## src/rtl/reg_bank_pkg.sv

```systemverilog
// reg_bank_pkg
// Shared defaults and helpers for the parametrised configuration register bank.
//   ADDR_WIDTH_DEF / DATA_WIDTH_DEF / NUM_EXPORT_DEF : default geometry
//   depth(aw)                                        : number of words for aw address bits
//   RST_VALS_DEF                                     : default per-word reset image
//                                                      (word 2 = 8'h81, word 3 = 8'h20)
package reg_bank_pkg;

    localparam int ADDR_WIDTH_DEF = 4;
    localparam int DATA_WIDTH_DEF = 8;
    localparam int NUM_EXPORT_DEF = 4;

    function automatic int depth(input int aw);
        return 1 << aw;
    endfunction

    // Word k lives at bits [k*DATA_WIDTH_DEF +: DATA_WIDTH_DEF].
    localparam logic [(1 << ADDR_WIDTH_DEF)*DATA_WIDTH_DEF-1:0] RST_VALS_DEF =
        128'h0000_0000_0000_0000_0000_0000_2081_0000;

endpackage

```

## src/rtl/reg_bank_param_if.sv

```systemverilog
// reg_bank_param_if
// Bus between the command-decode/control side (master) and the register bank (slave).
//   i_Address      : word address shared by read and write
//   i_WrEn/i_WrData: write request and data
//   i_RdEn         : read request
//   o_RdData/o_RdData_valid : read return and its one-cycle strobe
//   o_err          : one-cycle strobe, write to a read-only word rejected
//   o_regs         : exported low words, word 0 in the LSBs
//   o_reg_upd      : one-cycle per-exported-word write strobe
interface reg_bank_param_if
    import reg_bank_pkg::*;
#(
    parameter int ADDR_WIDTH = ADDR_WIDTH_DEF,
    parameter int DATA_WIDTH = DATA_WIDTH_DEF,
    parameter int NUM_EXPORT = NUM_EXPORT_DEF
);
    logic [ADDR_WIDTH-1:0]            i_Address;
    logic                             i_WrEn;
    logic                             i_RdEn;
    logic [DATA_WIDTH-1:0]            i_WrData;
    logic [DATA_WIDTH-1:0]            o_RdData;
    logic                             o_RdData_valid;
    logic                             o_err;
    logic [NUM_EXPORT*DATA_WIDTH-1:0] o_regs;
    logic [NUM_EXPORT-1:0]            o_reg_upd;

    modport master (
        output i_Address, i_WrEn, i_RdEn, i_WrData,
        input  o_RdData, o_RdData_valid, o_err, o_regs, o_reg_upd
    );

    modport slave (
        input  i_Address, i_WrEn, i_RdEn, i_WrData,
        output o_RdData, o_RdData_valid, o_err, o_regs, o_reg_upd
    );
endinterface

```

## src/rtl/reg_rd_pipe.sv

```systemverilog
// reg_rd_pipe
// Data/valid delay line for the read return path. Stage 0 captures the word
// sampled in the request cycle; later stages are plain registers. Each stage
// only loads data when the stage before it is valid, so the last stage holds
// the most recent result while valid is low.
//   i_clk, i_reset : clock, async active-high reset (clears valid and data)
//   i_vld, i_data  : read request strobe and the word read in that cycle
//   o_vld, o_data  : delayed strobe and data, LATENCY cycles later
module reg_rd_pipe #(
    parameter int DATA_WIDTH = 8,
    parameter int LATENCY    = 1
) (
    input  logic                  i_clk,
    input  logic                  i_reset,
    input  logic                  i_vld,
    input  logic [DATA_WIDTH-1:0] i_data,
    output logic                  o_vld,
    output logic [DATA_WIDTH-1:0] o_data
);

    logic [LATENCY-1:0]    vld_q, vld_d;
    logic [DATA_WIDTH-1:0] data_q [LATENCY];
    logic [DATA_WIDTH-1:0] data_d [LATENCY];

    always_comb begin
        vld_d     = vld_q;
        data_d    = data_q;
        vld_d[0]  = i_vld;
        if (i_vld) begin
            data_d[0] = i_data;
        end
        for (int s = 1; s < LATENCY; s++) begin
            vld_d[s] = vld_q[s-1];
            if (vld_q[s-1]) begin
                data_d[s] = data_q[s-1];
            end
        end
    end

    always_ff @(posedge i_clk or posedge i_reset) begin
        if (i_reset) begin
            vld_q <= '0;
            for (int s = 0; s < LATENCY; s++) begin
                data_q[s] <= '0;
            end
        end else begin
            vld_q  <= vld_d;
            data_q <= data_d;
        end
    end

    assign o_vld  = vld_q[LATENCY-1];
    assign o_data = data_q[LATENCY-1];

endmodule

```

## src/rtl/reg_bank_param.sv

```systemverilog
// reg_bank_param
// Configuration register bank: 2**ADDR_WIDTH words of DATA_WIDTH bits with
// per-word reset values (RST_VALS) and per-word write protection (RO_MASK).
// Reads return after RD_LATENCY (1 or 2) cycles, fully pipelined. A read and
// a write in the same cycle are both performed, the read seeing the old value.
// Words 0..NUM_EXPORT-1 are exported combinationally on o_regs.
//   i_clk   : clock, rising edge
//   i_reset : asynchronous active-high reset
//   bus     : reg_bank_param_if slave (address, read/write requests, returns,
//             error strobe, exported words and update strobes)
module reg_bank_param
    import reg_bank_pkg::*;
#(
    parameter int ADDR_WIDTH = ADDR_WIDTH_DEF,
    parameter int DATA_WIDTH = DATA_WIDTH_DEF,
    parameter int NUM_EXPORT = NUM_EXPORT_DEF,
    parameter logic [depth(ADDR_WIDTH)*DATA_WIDTH-1:0] RST_VALS = RST_VALS_DEF,
    parameter logic [depth(ADDR_WIDTH)-1:0]            RO_MASK  = '0,
    parameter int RD_LATENCY = 1
) (
    input  logic             i_clk,
    input  logic             i_reset,
    reg_bank_param_if.slave  bus
);

    localparam int DEPTH = depth(ADDR_WIDTH);

    if (RD_LATENCY != 1 && RD_LATENCY != 2) begin : g_bad_latency
        $error("reg_bank_param: RD_LATENCY must be 1 or 2");
    end
    if (NUM_EXPORT < 1 || NUM_EXPORT > DEPTH) begin : g_bad_export
        $error("reg_bank_param: NUM_EXPORT must be in 1..DEPTH");
    end

    logic [DATA_WIDTH-1:0] mem_q [DEPTH];
    logic [DATA_WIDTH-1:0] mem_d [DEPTH];
    logic                  err_q, err_d;
    logic [NUM_EXPORT-1:0] reg_upd_q, reg_upd_d;
    logic                  wr_ok;
    logic [DATA_WIDTH-1:0] rd_word;

    always_comb begin
        wr_ok = bus.i_WrEn && !RO_MASK[bus.i_Address];
        mem_d = mem_q;
        if (wr_ok) begin
            mem_d[bus.i_Address] = bus.i_WrData;
        end
        err_d = bus.i_WrEn && RO_MASK[bus.i_Address];
        // Strobe fires on every accepted write, even if the value is unchanged.
        for (int k = 0; k < NUM_EXPORT; k++) begin
            reg_upd_d[k] = wr_ok && (bus.i_Address == ADDR_WIDTH'(k));
        end
    end

    always_ff @(posedge i_clk or posedge i_reset) begin
        if (i_reset) begin
            for (int k = 0; k < DEPTH; k++) begin
                mem_q[k] <= RST_VALS[k*DATA_WIDTH +: DATA_WIDTH];
            end
            err_q     <= 1'b0;
            reg_upd_q <= '0;
        end else begin
            mem_q     <= mem_d;
            err_q     <= err_d;
            reg_upd_q <= reg_upd_d;
        end
    end

    // Storage is sampled in the request cycle, before any same-cycle write
    // lands, which gives read-before-write for every latency.
    assign rd_word = mem_q[bus.i_Address];

    reg_rd_pipe #(
        .DATA_WIDTH (DATA_WIDTH),
        .LATENCY    (RD_LATENCY)
    ) u_rd_pipe (
        .i_clk   (i_clk),
        .i_reset (i_reset),
        .i_vld   (bus.i_RdEn),
        .i_data  (rd_word),
        .o_vld   (bus.o_RdData_valid),
        .o_data  (bus.o_RdData)
    );

    for (genvar g = 0; g < NUM_EXPORT; g++) begin : g_export
        assign bus.o_regs[g*DATA_WIDTH +: DATA_WIDTH] = mem_q[g];
    end

    assign bus.o_err     = err_q;
    assign bus.o_reg_upd = reg_upd_q;

endmodule
```

## src/flat_wrapper.sv

```systemverilog
// flat-port wrapper written by rule: the top's interface ports become plain ports
module reg_bank_param_flat import reg_bank_pkg::*;
#(
    parameter int ADDR_WIDTH = ADDR_WIDTH_DEF,
    parameter int DATA_WIDTH = DATA_WIDTH_DEF,
    parameter int NUM_EXPORT = NUM_EXPORT_DEF,
    parameter logic [depth(ADDR_WIDTH)*DATA_WIDTH-1:0] RST_VALS = RST_VALS_DEF,
    parameter logic [depth(ADDR_WIDTH)-1:0]            RO_MASK  = '0,
    parameter int RD_LATENCY = 1
)
  (i_clk, i_reset, bus_i_Address, bus_i_WrEn, bus_i_RdEn, bus_i_WrData, bus_o_RdData, bus_o_RdData_valid, bus_o_err, bus_o_regs, bus_o_reg_upd);
  reg_bank_param_if #(.ADDR_WIDTH(ADDR_WIDTH), .DATA_WIDTH(DATA_WIDTH), .NUM_EXPORT(NUM_EXPORT)) bus_i ();
  input  logic i_clk;
  input  logic i_reset;
  input wire logic [$bits(bus_i.i_Address)-1:0] bus_i_Address;
  input wire logic [$bits(bus_i.i_WrEn)-1:0] bus_i_WrEn;
  input wire logic [$bits(bus_i.i_RdEn)-1:0] bus_i_RdEn;
  input wire logic [$bits(bus_i.i_WrData)-1:0] bus_i_WrData;
  output wire logic [$bits(bus_i.o_RdData)-1:0] bus_o_RdData;
  output wire logic [$bits(bus_i.o_RdData_valid)-1:0] bus_o_RdData_valid;
  output wire logic [$bits(bus_i.o_err)-1:0] bus_o_err;
  output wire logic [$bits(bus_i.o_regs)-1:0] bus_o_regs;
  output wire logic [$bits(bus_i.o_reg_upd)-1:0] bus_o_reg_upd;
  assign bus_i.i_Address = bus_i_Address;
  assign bus_i.i_WrEn = bus_i_WrEn;
  assign bus_i.i_RdEn = bus_i_RdEn;
  assign bus_i.i_WrData = bus_i_WrData;
  assign bus_o_RdData = bus_i.o_RdData;
  assign bus_o_RdData_valid = bus_i.o_RdData_valid;
  assign bus_o_err = bus_i.o_err;
  assign bus_o_regs = bus_i.o_regs;
  assign bus_o_reg_upd = bus_i.o_reg_upd;
  reg_bank_param #(.ADDR_WIDTH(ADDR_WIDTH), .DATA_WIDTH(DATA_WIDTH), .NUM_EXPORT(NUM_EXPORT), .RST_VALS(RST_VALS), .RO_MASK(RO_MASK), .RD_LATENCY(RD_LATENCY)) u_core (.i_clk(i_clk), .i_reset(i_reset), .bus(bus_i));
endmodule
```

## config.mk

```make
export PLATFORM = sky130hd
export DESIGN_NAME = reg_bank_param_flat
export DESIGN_NICKNAME = d
export VERILOG_FILES = /design/src/rtl/reg_bank_pkg.sv /design/src/rtl/reg_bank_param_if.sv /design/src/rtl/reg_rd_pipe.sv /design/src/rtl/reg_bank_param.sv /design/src/flat_wrapper.sv
export SDC_FILE = /design/constraint.sdc
export NUM_CORES = 1
export LEC_CHECK = 0
export CORE_UTILIZATION = 45
export CTS_BUF_LIST = sky130_fd_sc_hd__clkbuf_4
export DETAILED_ROUTE_END_ITERATION = 10
export MAX_ROUTING_LAYER = met4
export PLACE_DENSITY = 0.62
export SETUP_SLACK_MARGIN = 0.4
export SLEW_MARGIN = 15
export SYNTH_ARGS = -nofsm -noshare
export SYNTH_HDL_FRONTEND = slang
export SYNTH_SLANG_ARGS = --single-unit
export TNS_END_PERCENT = 50
```

## constraint.sdc

```tcl
create_clock -name i_clk -period 12.8 [get_ports i_clk]
set_input_delay 1.28 -clock i_clk [delete_from_list [all_inputs] [get_ports i_clk]]
set_output_delay 1.28 -clock i_clk [all_outputs]
set_load 0.005 [all_outputs]
```

# Word-level counts from Yosys, hierarchy flattened
# Memory sizes are Yosys's and may differ from the RTL's.
# Index checks and enable logic that the tools add are counted.
# classes
n_lt_le_gt_ge	3
eq_ne	3
n_mux	7
bitwise	1
reduce_logical	9
# op_table
operator	n
$bwmux W128	1
$bmux W8 S4	1
$demux W8 S4	1
$mux W8	3
$eq A4 B2 Y1 const B	2
$logic_and A1 B1 Y1	7
$ge A5 B5 Y1 const B	1
$lt A4 B5 Y1 const B	1
$lt A5 B1 Y1 const B	1
$not A4 Y5	1
$eq A4 B1 Y1 const B	1
$logic_not A4 Y1	1
$logic_not A1 Y1	1
$mux W1	1
# word_totals
reg_bits	142
rom_bits	16
in_bits	16
elab_cells	44
mem_count	1
# mem_list
memory	words	word_bits	read_ports	rd_ports_with_merged_regs	write_ports	line_no	source
(name not given)	16	1	1	0	0	reg_bank_param.sv:43	wr_ok = bus.i_WrEn && !RO_MASK[bus.i_Address];

# Longest topological paths before layout
# logic_depth
word_depth	6
mapped_depth	7

# Hierarchy
# From an unflattened synthesis, not the netlist that was laid out.
# unflattened
cells_unflattened	426
hier_area_um2	6571.3
# modules_own_cells
mod	n_inst	cells_each	area_per_inst_um2	seq_area_each_um2
reg_bank_param	1	407	6211.0	3306.9
reg_rd_pipe	1	19	360.3	225.2

# Least setup slack after synthesis
# No wires, ideal clock.
# synth_path
path_kind	input to register
start	in bus_i_Address[0]
end	reg u_core.u_rd_pipe.data_q (netlist bit u_core.u_rd_pipe.o_data[4])
arrival_ps	2517
required_ps	12674
path_slack_ps	10157
stages	7
n_path_buf	3
path_cell_list	buf_6 buf_12 buf_2 mux2i_1 o22a_1 o21ai_0 o32a_1
# synth_between
elab_chain_len	4
# synth_rtl
element	line_no	source
start, declared	flat_wrapper.sv:15	input wire logic [$bits(bus_i.i_Address)-1:0] bus_i_Address;
$not A4 Y5 (implied by the code)	reg_bank_param.sv:71	assign rd_word = mem_q[bus.i_Address];
$bmux W8 S4	reg_bank_param.sv:71	
$mux W8 (implied by the code) (2 in series)	reg_bank_param.sv:71	
end signal, assigned	reg_rd_pipe.sv:48	data_q <= data_d;
end, declared	reg_rd_pipe.sv:22	logic [DATA_WIDTH-1:0] data_q [LATENCY];
# Every way passes these cells. The select of a mux whose other input is x is not followed.
# A chain may end at the register's enable or synchronous reset.

# Final worst setup path
# layout_path
start	in bus_i_Address[3]
end	reg u_core.mem_q[43] (netlist name)
# layout_between
elab_chain_len	6
word_cells_on_any_way	11
cone_classes	2 x order compare; 4 x mux; 1 x bitwise; 3 x reduce/logical; 1 x memory
# layout_rtl
element	line_no	source
$not A4 Y5 (implied by the code)	reg_bank_param.sv:46	mem_d[bus.i_Address] = bus.i_WrData;
$ge A5 B5 Y1 (implied by the code) / $lt A5 B1 Y1 (equally long branches)	reg_bank_param.sv:46	
$logic_and A1 B1 Y1 (implied by the code)	reg_bank_param.sv:46	
$mux W8 (implied by the code)	reg_bank_param.sv:46	
$demux W8 S4	reg_bank_param.sv:46	
$bwmux W128	reg_bank_param.sv:46	
end signal, assigned by index	reg_bank_param.sv:58	mem_q[k] <= RST_VALS[k*DATA_WIDTH +: DATA_WIDTH];
end signal, assigned	reg_bank_param.sv:63	mem_q <= mem_d;
end, declared	reg_bank_param.sv:35	logic [DATA_WIDTH-1:0] mem_q [DEPTH];
# Several ways; a longest one is shown, not always the timed one. The select of a mux whose other input is x is not followed.

==> impl_metrics.toml <==
[timing]
post-route-period-util_pct = 23.4
hold_violations = 0
worst_slack_ns = 9.80
rsz0062_at_grt = "no"
setup_viol = 0
setup_tns_ns = 0
relSlewSlack_pct = 35.3
maxSlewViolCount = 0
max_freq_mhz = 334
finalCriticalPeriod_ns = 3.00
tightest_slew_ns = 0.971
fin_worst_skew_ns = 0.0150

[pwr]
p_total_mw = 1.11
irDropWorstVdd_v = 0.0000523
pwr_density_cell_mw_per_mm2 = 152
p_leak_nw = 3.12

[cts]
ctsHoldBuffers = 0
path_clk_slew_ns = 0.11
clkSinkCount = 141
cts_buffers = 17
postCtsSetupBuffers = 0
cts_tree = "built"
clock_path_buffers = 2
cts_root_buffer = "clkbuf_4"
postCtsResizedCells = 0
clkLatencyLatePin_ns = 0.54
htreeDepth = 4

[yosys]
yosysTopAreaCellShare_pct = 52.3
ys_warn_count = 0
synthSimpleGateAreaFrac_pct = 3.66
yosys.cell_types.count = 27
synth_mux_area_share_pct = 33.3
synth_compound_gate_area_share_pct = 3.49
yosys.area.top_type = "dfrtp_1"
synthAdderAreaFrac_pct = 0
post_synth.cell_area_avg_um2 = 14.6
synth.net_count = 469
synth_top_family_by_area = "multiplexers"
syn-instance-count = 453
synth_xor_area_share_pct = 0
yosysSeqAreaShare_pct = 53.5
ys_ff_latch = 141
netlist_top_cells_area = "dfrtp_1 (52%), mux2_2 (22%), mux2i_1 (6.1%)"
syn_area_mm2 = 0.00660

[layout]
instances_no_fill = 673
diodes = 0
drive_gt1_share_pct = 39.8
nets = 496
fin_area_mm2 = 0.00731
areaGrowthSynthToFinish_pct = 10.7

[worst_hold_path]
min_path_type = "reg -> reg"
holdCritStartpoint = "u_core.mem_q[74]"
whs_endpoint = "u_core.mem_q[74]"
min_path_cells = 1

[route]
wire_per_inst_um = 21.5
ant_nets = 0
totalWireLength_um = 14500
vias = 3749
firstDrtPassIters = 4
drt_iter0_drc = 219
vias_per_cell = 5.57
drc = 0

[floorplan]
std_cell_rows = 43
fp.dieArea_mm2 = 0.0152
pin_count = 62
initial_core_util_pct = 46.8
die_x_um = 123
core_area_mm2 = 0.0141
die_y_um = 123

[global_routing]
grt_pass1_vias = 3940
grtUsageTotal_pct = 21.7
grt_overflow = 0
antenna_found_initial = 0
grt_max_degree = 76
grt_pass1_wl_um = 22900

[placed_design]
gp_congestion = 0.797
place_area_mm2 = 0.00708
dp.cells = 641
pre_cts_ws_ns = 9.24
portBuffers = 60
dp_hpwl_um = 9380

[critical_path]
slowest_delay_ns = 0.84
path_max_fanout = 16
start_kind = "input port"
r2r-start = "u_core.bus.o_regs[24]"
rr_endpoint = "u_core.u_rd_pipe.o_data[0]"
path_cells = "clkdlybuf4s50_1 > nand3b_1 > nor2_2 > mux2_2"
r2r_slack_ns = 11.12
cp_slowest_cell = "clkdlybuf4s50_1"
worstPathArrival_ns = 3.42
worstSetupPathType = "in -> reg"
r2r_cells = 4
crit_path_end_kind = "flop"
required_ns = 13.22

[run]
maxCapViolCount = 0

[run_status]
status = "finished clean"
worst max-delay path by stage:
| stage | startpoint | endpoint | slack (ns) | cells after the start |
|---|---|---|---|---|
| 2_1_floorplan | i_reset | u_core.bus.o_reg_upd[0] | 7.74 | 1 |
| 3_3_place_gp | bus_i_Address[0] | u_core.u_rd_pipe.o_data[0] | 9.25 | 6 |
| 3_5_place_dp | bus_i_Address[0] | u_core.bus.o_regs[31] | 9.24 | 5 |
| 4_1_cts | bus_i_Address[0] | u_core.bus.o_regs[26] | 9.83 | 5 |
| 5_1_grt | bus_i_Address[3] | u_core.mem_q[43] | 9.70 | 4 |
| 6_report | bus_i_Address[3] | u_core.mem_q[43] | 9.80 | 4 |
worst max-delay path: cells and delay by family:
kind	cells	cell delay, ns
multiplexers	1	0.40
buffers and inverters	1	0.84
AND/OR/NAND/NOR	2	0.89
report_power, final:
| part | switching [mW] | internal, mW |
|---|---|---|
| Clock | 0.152 | 0.101 |
| Combinational | 0.0949 | 0.165 |
| Sequential | 0.0553 | 0.545 |
routing by layer:
metal / up-vias / routed length [um] / GRT usage [%]
met4: 0 / 225 / 7.15
met2: 77 / 6670 / 31.3
li1: 1678 / - / -
met1: 1983 / 6970 / 30.5
met3: 11 / 592 / 4.57
met5: - / 0 / -
metrics by stage:
stage | utilization, % | hold WS [ns]
CTS | 51.9 | 0.517
floorplan | - | 0.474
global placement | 50.2 | 0.483
finish | 51.9 | 0.512
global route | 51.9 | 0.525
detailed placement | 50.2 | 0.492
Yosys cell counts:
cell type / instances
buf_2: 8
nor3b_2: 1
nand2_1: 2
mux2i_1: 40
o32a_1: 8
nand3b_1: 4
nor2_1: 9
nor3_2: 1
nand3b_2: 1
clkbuf_1: 10
or3b_1: 1
inv_1: 3
buf_6: 2
nor3_4: 2
o21ai_0: 16
buf_12: 1
dfstp_2: 3
mux4_2: 16
mux2_2: 128
nand3_1: 2
o22a_1: 8
nand2b_1: 3
nand3_2: 1
conb_1: 1
nor2_2: 9
buf_4: 35
dfrtp_1: 138
kinds of logic (layout without fill, tap and decap cells):
| family | Yosys count | in the layout |
|---|---|---|
| AOI/OAI and AO/OA | 32 | 32 |
| buffers and inverters | 59 | 99 |
| DFF | 141 | 141 |
| muxes | 184 | 184 |
| other | 1 | 1 |
| and+or+nand+nor | 36 | 36 |
sequential cells by signal, summed over array words and instances (netlist names):
signal,cells
u_core.mem_q,96
u_core.bus.o_reg_upd,4
u_core.u_rd_pipe.o_vld,1
u_core.bus.o_regs,32
u_core.u_rd_pipe.o_data,8
layout by cell type (no fill, tap or decap), types with 2 or more instances in the layout:
cell | synthesis | final
buf_4 | 35 | 4
clkbuf_4 | 0 | 21
clkdlybuf4s50_1 | 0 | 59
clkinv_1 | 0 | 4
clkinv_2 | 0 | 5
dfrtp_1 | 138 | 138
dfstp_2 | 3 | 3
inv_1 | 3 | 2
mux2_2 | 128 | 128
mux2i_1 | 40 | 40
mux4_2 | 16 | 16
nand2_1 | 2 | 2
nand2b_1 | 3 | 3
nand3_1 | 2 | 2
nand3b_1 | 4 | 4
nor2_1 | 9 | 9
nor2_2 | 9 | 9
nor3_4 | 2 | 2
o21ai_0 | 16 | 16
o22a_1 | 8 | 8
o32a_1 | 8 | 8
cell type report:
type                    count  area (um2)
clock buffers              21         158
clock inverters            11        77.6
fillers                  1208        6780
inverters                   3        16.3
multi-input cells         253        2680
flip-flops and latches    141        3530
well taps                 180         225
repair buffers             64         626
No activity file was read; power rests on OpenSTA's default activity.
